===== config.mk =====
export PLATFORM = sky130hd
export DESIGN_NAME = game_flow_controller_flat
export DESIGN_NICKNAME = d
export VERILOG_FILES = /design/src/rtl/game_flow_controller_if.sv /design/src/rtl/game_flow_controller.sv /design/src/flat_wrapper.sv
export SDC_FILE = /design/constraint.sdc
export NUM_CORES = 1
export LEC_CHECK = 0
export CAP_MARGIN = 20
export CELL_PAD_IN_SITES_DETAIL_PLACEMENT = 1
export CELL_PAD_IN_SITES_GLOBAL_PLACEMENT = 1
export CORE_UTILIZATION = 41
export DETAILED_ROUTE_END_ITERATION = 12
export PLACE_DENSITY = 0.76
export SLEW_MARGIN = 20
export SYNTH_ARGS = -nofsm -noshare
export SYNTH_HDL_FRONTEND = slang
export SYNTH_SLANG_ARGS = --single-unit

===== constraint.sdc =====
create_clock -name clk -period 2.4 [get_ports clk]
set_input_delay 0.36 -clock clk [delete_from_list [all_inputs] [get_ports clk]]
set_output_delay 0.36 -clock clk [all_outputs]
set_load 0.05 [all_outputs]

===== src/rtl/game_flow_controller_if.sv =====
// ---------------------------------------------------------------------------
// game_flow_controller_if
// Groups the match-control signals exchanged between the Pong top level and
// the game flow controller.
//   master : the top level side (drives start, tick and goal pulses; observes
//            enables, serve request, scores, winner and debug state)
//   slave  : the controller side (the opposite directions)
// Signals:
//   start      raw start button level, asynchronous to clk
//   tick       one-cycle game tick strobe, synchronous to clk
//   goal_p1    one-cycle pulse, point to P1
//   goal_p2    one-cycle pulse, point to P2
//   ball_en    ball engine may move
//   paddle_en  paddle engine may move
//   timer_en   match timer may count
//   serve_req  one-cycle pulse, recentre and launch the ball
//   serve_dir  0 = toward P1 (left), 1 = toward P2 (right)
//   score1     P1 score
//   score2     P2 score
//   winner     00 none, 01 P1, 10 P2
//   state      current state encoding (debug)
// ---------------------------------------------------------------------------
interface game_flow_controller_if;
  logic       start;
  logic       tick;
  logic       goal_p1;
  logic       goal_p2;
  logic       ball_en;
  logic       paddle_en;
  logic       timer_en;
  logic       serve_req;
  logic       serve_dir;
  logic [3:0] score1;
  logic [3:0] score2;
  logic [1:0] winner;
  logic [2:0] state;

  modport master (
    output start, tick, goal_p1, goal_p2,
    input  ball_en, paddle_en, timer_en, serve_req, serve_dir,
    input  score1, score2, winner, state
  );

  modport slave (
    input  start, tick, goal_p1, goal_p2,
    output ball_en, paddle_en, timer_en, serve_req, serve_dir,
    output score1, score2, winner, state
  );
endinterface


===== src/rtl/game_flow_controller.sv =====
// ---------------------------------------------------------------------------
// game_flow_controller
// Match sequencer for the Pong top level. Owns match state, scores and serve
// direction, gates the ball/paddle/timer engines through enables, consumes
// goal pulses and paces SERVE and POINT phases from the game tick strobe.
//
// Ports:
//   clk  system clock
//   rst  asynchronous reset, active-low
//   bus  game_flow_controller_if.slave (start, tick, goal_p1, goal_p2 in;
//        ball_en, paddle_en, timer_en, serve_req, serve_dir, score1, score2,
//        winner, state out)
//
// Parameters:
//   WIN_SCORE    points needed to win (1..15)
//   SERVE_TICKS  ticks spent in SERVE before launch (>=1)
//   POINT_TICKS  ticks spent in POINT after a goal (>=1)
//
// Configuration macro:
//   PAUSE_FEATURE_EN  when defined, a start press in PLAY pauses the match
//                     and a further press resumes it without a new serve.
// ---------------------------------------------------------------------------
module game_flow_controller #(
  parameter int WIN_SCORE   = 7,
  parameter int SERVE_TICKS = 60,
  parameter int POINT_TICKS = 90
) (
  input logic                  clk,
  input logic                  rst,
  game_flow_controller_if.slave bus
);

  typedef enum logic [2:0] {
    ST_IDLE  = 3'd0,
    ST_SERVE = 3'd1,
    ST_PLAY  = 3'd2,
    ST_POINT = 3'd3,
    ST_OVER  = 3'd4,
    ST_PAUSE = 3'd5
  } state_t;

  // The tick counter only ever holds values up to max(SERVE,POINT)-1; the +1
  // keeps the width non-zero when both phase lengths are 1.
  localparam int MAX_TICKS = (SERVE_TICKS > POINT_TICKS) ? SERVE_TICKS : POINT_TICKS;
  localparam int CNT_W     = $clog2(MAX_TICKS) + 1;

  localparam logic [CNT_W-1:0] SERVE_LAST = CNT_W'(SERVE_TICKS - 1);
  localparam logic [CNT_W-1:0] POINT_LAST = CNT_W'(POINT_TICKS - 1);
  localparam logic [3:0]       WIN_VAL    = 4'(WIN_SCORE);

  state_t           state_r;
  logic [CNT_W-1:0] tick_cnt_r;
  logic [3:0]       score1_r;
  logic [3:0]       score2_r;
  logic [1:0]       winner_r;
  logic             serve_dir_r;
  logic             serve_req_r;

  logic             start_meta_r;
  logic             start_sync_r;
  logic             start_prev_r;

  logic             start_p_s;
  logic [3:0]       score1_inc_s;
  logic [3:0]       score2_inc_s;
  logic [2:0]       en_s;   // {ball, paddle, timer}

  // Two-flop synchronizer for the raw button plus a delayed copy for edge detection.
  always_ff @(posedge clk or negedge rst) begin
    if (!rst) begin
      start_meta_r <= 1'b0;
      start_sync_r <= 1'b0;
      start_prev_r <= 1'b0;
    end else begin
      start_meta_r <= bus.start;
      start_sync_r <= start_meta_r;
      start_prev_r <= start_sync_r;
    end
  end

  assign start_p_s    = start_sync_r & ~start_prev_r;
  assign score1_inc_s = score1_r + 4'd1;
  assign score2_inc_s = score2_r + 4'd1;

  // Match state machine: state, tick pacing, scoring and serve control.
  always_ff @(posedge clk or negedge rst) begin
    if (!rst) begin
      state_r     <= ST_IDLE;
      tick_cnt_r  <= '0;
      score1_r    <= 4'd0;
      score2_r    <= 4'd0;
      winner_r    <= 2'b00;
      serve_dir_r <= 1'b1;
      serve_req_r <= 1'b0;
    end else begin
      serve_req_r <= 1'b0;
      case (state_r)
        ST_IDLE: begin
          if (start_p_s) begin
            state_r    <= ST_SERVE;
            score1_r   <= 4'd0;
            score2_r   <= 4'd0;
            winner_r   <= 2'b00;
            tick_cnt_r <= '0;
          end
        end

        ST_SERVE: begin
          if (bus.tick) begin
            if (tick_cnt_r == SERVE_LAST) begin
              state_r     <= ST_PLAY;
              serve_req_r <= 1'b1;
              tick_cnt_r  <= '0;
            end else begin
              tick_cnt_r <= tick_cnt_r + CNT_W'(1);
            end
          end
        end

        ST_PLAY: begin
          // Simultaneous goals are contradictory and are discarded.
          if (bus.goal_p1 && !bus.goal_p2) begin
            score1_r    <= score1_inc_s;
            serve_dir_r <= 1'b1;
            tick_cnt_r  <= '0;
            if (score1_inc_s == WIN_VAL) begin
              state_r  <= ST_OVER;
              winner_r <= 2'b01;
            end else begin
              state_r <= ST_POINT;
            end
          end else if (bus.goal_p2 && !bus.goal_p1) begin
            score2_r    <= score2_inc_s;
            serve_dir_r <= 1'b0;
            tick_cnt_r  <= '0;
            if (score2_inc_s == WIN_VAL) begin
              state_r  <= ST_OVER;
              winner_r <= 2'b10;
            end else begin
              state_r <= ST_POINT;
            end
`ifdef PAUSE_FEATURE_EN
          end else if (start_p_s) begin
            state_r <= ST_PAUSE;
`endif
          end
        end

        ST_POINT: begin
          if (bus.tick) begin
            if (tick_cnt_r == POINT_LAST) begin
              state_r    <= ST_SERVE;
              tick_cnt_r <= '0;
            end else begin
              tick_cnt_r <= tick_cnt_r + CNT_W'(1);
            end
          end
        end

        ST_OVER: begin
          // Scores and winner stay visible in IDLE until the next match starts.
          if (start_p_s) begin
            state_r <= ST_IDLE;
          end
        end

`ifdef PAUSE_FEATURE_EN
        ST_PAUSE: begin
          // Resume in place: no serve request, counters and scores untouched.
          if (start_p_s) begin
            state_r <= ST_PLAY;
          end
        end
`endif

        default: begin
          // Unreachable encodings recover to a safe idle match.
          state_r    <= ST_IDLE;
          tick_cnt_r <= '0;
        end
      endcase
    end
  end

  // Engine enables decoded straight from the registered state.
  always_comb begin
    en_s = 3'b000;
    case (state_r)
      ST_IDLE:  en_s = 3'b000;
      ST_SERVE: en_s = 3'b011;
      ST_PLAY:  en_s = 3'b111;
      ST_POINT: en_s = 3'b010;
      ST_OVER:  en_s = 3'b000;
      default:  en_s = 3'b000;
    endcase
  end

  assign bus.ball_en   = en_s[2];
  assign bus.paddle_en = en_s[1];
  assign bus.timer_en  = en_s[0];
  assign bus.serve_req = serve_req_r;
  assign bus.serve_dir = serve_dir_r;
  assign bus.score1    = score1_r;
  assign bus.score2    = score2_r;
  assign bus.winner    = winner_r;
  assign bus.state     = state_r;

endmodule


===== src/flat_wrapper.sv =====
// flat-port wrapper written by rule: the top's interface ports become plain ports
module game_flow_controller_flat 
#(
  parameter int WIN_SCORE   = 7,
  parameter int SERVE_TICKS = 60,
  parameter int POINT_TICKS = 90
)
  (clk, rst, bus_start, bus_tick, bus_goal_p1, bus_goal_p2, bus_ball_en, bus_paddle_en, bus_timer_en, bus_serve_req, bus_serve_dir, bus_score1, bus_score2, bus_winner, bus_state);
  game_flow_controller_if bus_i ();
  input logic clk;
  input logic rst;
  input wire logic [$bits(bus_i.start)-1:0] bus_start;
  input wire logic [$bits(bus_i.tick)-1:0] bus_tick;
  input wire logic [$bits(bus_i.goal_p1)-1:0] bus_goal_p1;
  input wire logic [$bits(bus_i.goal_p2)-1:0] bus_goal_p2;
  output wire logic [$bits(bus_i.ball_en)-1:0] bus_ball_en;
  output wire logic [$bits(bus_i.paddle_en)-1:0] bus_paddle_en;
  output wire logic [$bits(bus_i.timer_en)-1:0] bus_timer_en;
  output wire logic [$bits(bus_i.serve_req)-1:0] bus_serve_req;
  output wire logic [$bits(bus_i.serve_dir)-1:0] bus_serve_dir;
  output wire logic [$bits(bus_i.score1)-1:0] bus_score1;
  output wire logic [$bits(bus_i.score2)-1:0] bus_score2;
  output wire logic [$bits(bus_i.winner)-1:0] bus_winner;
  output wire logic [$bits(bus_i.state)-1:0] bus_state;
  assign bus_i.start = bus_start;
  assign bus_i.tick = bus_tick;
  assign bus_i.goal_p1 = bus_goal_p1;
  assign bus_i.goal_p2 = bus_goal_p2;
  assign bus_ball_en = bus_i.ball_en;
  assign bus_paddle_en = bus_i.paddle_en;
  assign bus_timer_en = bus_i.timer_en;
  assign bus_serve_req = bus_i.serve_req;
  assign bus_serve_dir = bus_i.serve_dir;
  assign bus_score1 = bus_i.score1;
  assign bus_score2 = bus_i.score2;
  assign bus_winner = bus_i.winner;
  assign bus_state = bus_i.state;
  game_flow_controller #(.WIN_SCORE(WIN_SCORE), .SERVE_TICKS(SERVE_TICKS), .POINT_TICKS(POINT_TICKS)) u_core (.clk(clk), .rst(rst), .bus(bus_i));
endmodule

==> reports/summary.txt <==
total congestion overflow - 0
RSZ-0062 raised after global routing - false
Syn Area/Cell - 9.79 um^2
Synth Flop Type - dfrtp_1
most frequent cells in the layout - dfrtp_1, clkdlybuf4s50_1, o21ai_0
Fin Setup TNS - 0 ns
VDD IR max - 0.879 mV
GR Util met1 - 0.231
Leak Pwr - 0.801 nW
drc violations - 0
fin. max-slew vios - 0
placed cell areas - 0.00187 mm^2
EDFF count, synth - 0
DR WL/cell - 16.3 um
Seq cells post-synth - 26
met2 GRT Util - 0.397
R2R depth - 6
core area - 0.00369 mm^2
CTS tree - yes
Post-Synthesis Cells - 163
Finished Cell Area - 0.00193 mm^2
Routability Congestion - 0.879
max_slew headroom - 0.613
number of antenna violations at the first check in global routing - 0
pin count of the biggest net entering global routing - 27
count of nets after finishing - 206
area of the multi-input gates - 847 um^2
Synth cell types - 53
Longest Clk Path Bufs - 2
final setup fails - 0
Final Hold Viols - 0
fillcell total - 439
crit path from - u_core.bus.state[2]
type of the most critical hold path - reg -> reg
1st-iter DRT viols - 37
area share of the largest cell type after synthesis - 0.392
share of post-route cells with drive strength above 1 - 0.152
clock slew at reported path FFs - 0.09 ns
antenna cells - 0
I/O Pins - 24
Worst EP required - 2.04 ns
minimum period implied by the final worst setup slack - 2.13 ns
CTS sink count - 26
R2R Path Start - u_core.tick_cnt_r[0]
family with the most delay on the worst path - buffers and inverters
capturing point of the worst reg2reg path - u_core.bus.state[1]
commonest non-fill, non-tap cell in the layout - dfrtp_1
Mapped Area - 0.00160 mm^2
postcts setup bufs - 0
via/cell ratio - 5.73
Detail Route Antenna Nets - 0
Port Buf Inserts - 23
Initial Util - 0.432
fmax - 0.470 GHz
Die W - 64.4 um
sequential area share after synthesis - 0.409
CP Capture Type - primary output
Worst path max stage delay - 0.81 ns
PostCTS Resize Cnt - 0
die area - 0.00414 mm^2
DRT Wirelength - 3890 um
Rows - 22
Yosys top cell by area - dfrtp_1
R2R setup slack - 0.37 ns
Tot GR Track Use - 0.205
Worst-Margin Slew - 0.576 ns
DIE HEIGHT - 64.4 um
end point of the critical path - bus_paddle_en
worst path arrival time - 1.77 ns
routed via count - 1369
syn_nets - 177
vias in the first global route - 1441
final cycle utilization of the critical path - 0.886
Layout area overhead - 20.8%
DP HPWL - 2910 um
Initial DRT Pass Iterations - 4
first-pass GRT wire length - 6690 um
busiest grt layer - met2
Worst path slowest cell - clkdlybuf4s50_1
total CTS buffers - 3
Pwr Density - 1020 mW/mm^2
Critical Path Stages - 2
status - finished clean
Root Buffer - clkbuf_8
sequential cell area - 652 um^2
CTS H-Tree Depth - 1
# Max-Cap Violations - 0
Post-CTS Hold Buffers - 0
count of buffer and inverter cells on the critical path - 1
Critical Setup Path Class - reg -> out
met3 Use GR - 0.0393
Synth area leaders - dfrtp_1, ha_1, o21ai_0
startpoint types - flop
worst-path cell chain - nor2_1, clkdlybuf4s50_1
clk_skew - 0.00422 ns
Syn. warnings - 0
Async S/R FF share, synth - 1.00
CP max FO - 14
worst skew pair latency - 0.27 ns
## registers in the layout (all words and copies together) (netlist names)
name	cells
u_core.tick_cnt_r	8
u_core.bus.score1	4
u_core.bus.score2	4
u_core.bus.state	3
u_core.bus.winner	2
u_core.bus.serve_dir	1
u_core.bus.serve_req	1
u_core.start_meta_r	1
u_core.start_prev_r	1
u_core.start_sync_r	1
## where the power goes
part	leakage [nW]	internal, W	switching (W)
clock network	0.0288	0.000147	0.000138
registers	0.341	0.000529	0.000117
logic	0.431	0.000368	0.000674
## area by class of cell
cell class	count	share of cell area
timing repair buffer	29	0.147
sequential	26	0.338
tap	48	0.0312
inverter	8	0.0156
multi-input combinational	124	0.440
clock buffer	4	0.0286
## Yosys cell counts (3+ instances only)
| cell type | n |
|---|---|
| a21oi_1 | 6 |
| a22o_1 | 3 |
| clkbuf_8 | 4 |
| dfrtp_1 | 25 |
| ha_1 | 8 |
| inv_1 | 7 |
| nand2_1 | 14 |
| nand2b_1 | 7 |
| nand3_1 | 5 |
| nor2_1 | 11 |
| nor3_1 | 3 |
| o21ai_0 | 18 |
| o21ai_1 | 3 |
| o31ai_1 | 4 |
## cells by family after synthesis
family / synth area share
and+or+nand+nor: 0.202
AOI/OAI and AO/OA: 0.259
DFF: 0.409
buffers and inverters: 0.0604
adders and majority gates: 0.0627
muxes: 0.00706
## stage by stage
step	power [W]	hold slack [ns]	util	setup slack, ns	instances
2_1_floorplan	0.00136	0.0644	-	0.273	163
3_3_place_gp	0.00166	0.338	0.507	0.286	235
3_5_place_dp	0.00169	0.344	0.507	0.216	235
4_1_cts	0.00199	0.365	0.522	0.261	239
5_1_grt	0.00209	0.386	0.522	0.178	239
6_report	0.00197	0.363	0.522	0.275	239
## metal layers
layer | share of wire | wire length (um)
met1 | 0.43 | 1680
met2 | 0.53 | 2080
met3 | 0.025 | 99
met4 | 0.0093 | 36
met5 | 0 | 0
## worst min path at each step
stage	startpoint	end	slack, ns	cells past startpoint
CTS	u_core.start_meta_r	u_core.start_sync_r	0.37	0
global placement	u_core.start_meta_r	u_core.start_sync_r	0.34	0
detailed placement	u_core.start_meta_r	u_core.start_sync_r	0.34	0
finish	u_core.start_meta_r	u_core.start_sync_r	0.36	0
floorplan	rst	u_core.bus.score1[0]	0.06	0
global route	u_core.start_meta_r	u_core.start_sync_r	0.39	0
Note: power is estimated with default switching activity, not from simulation.
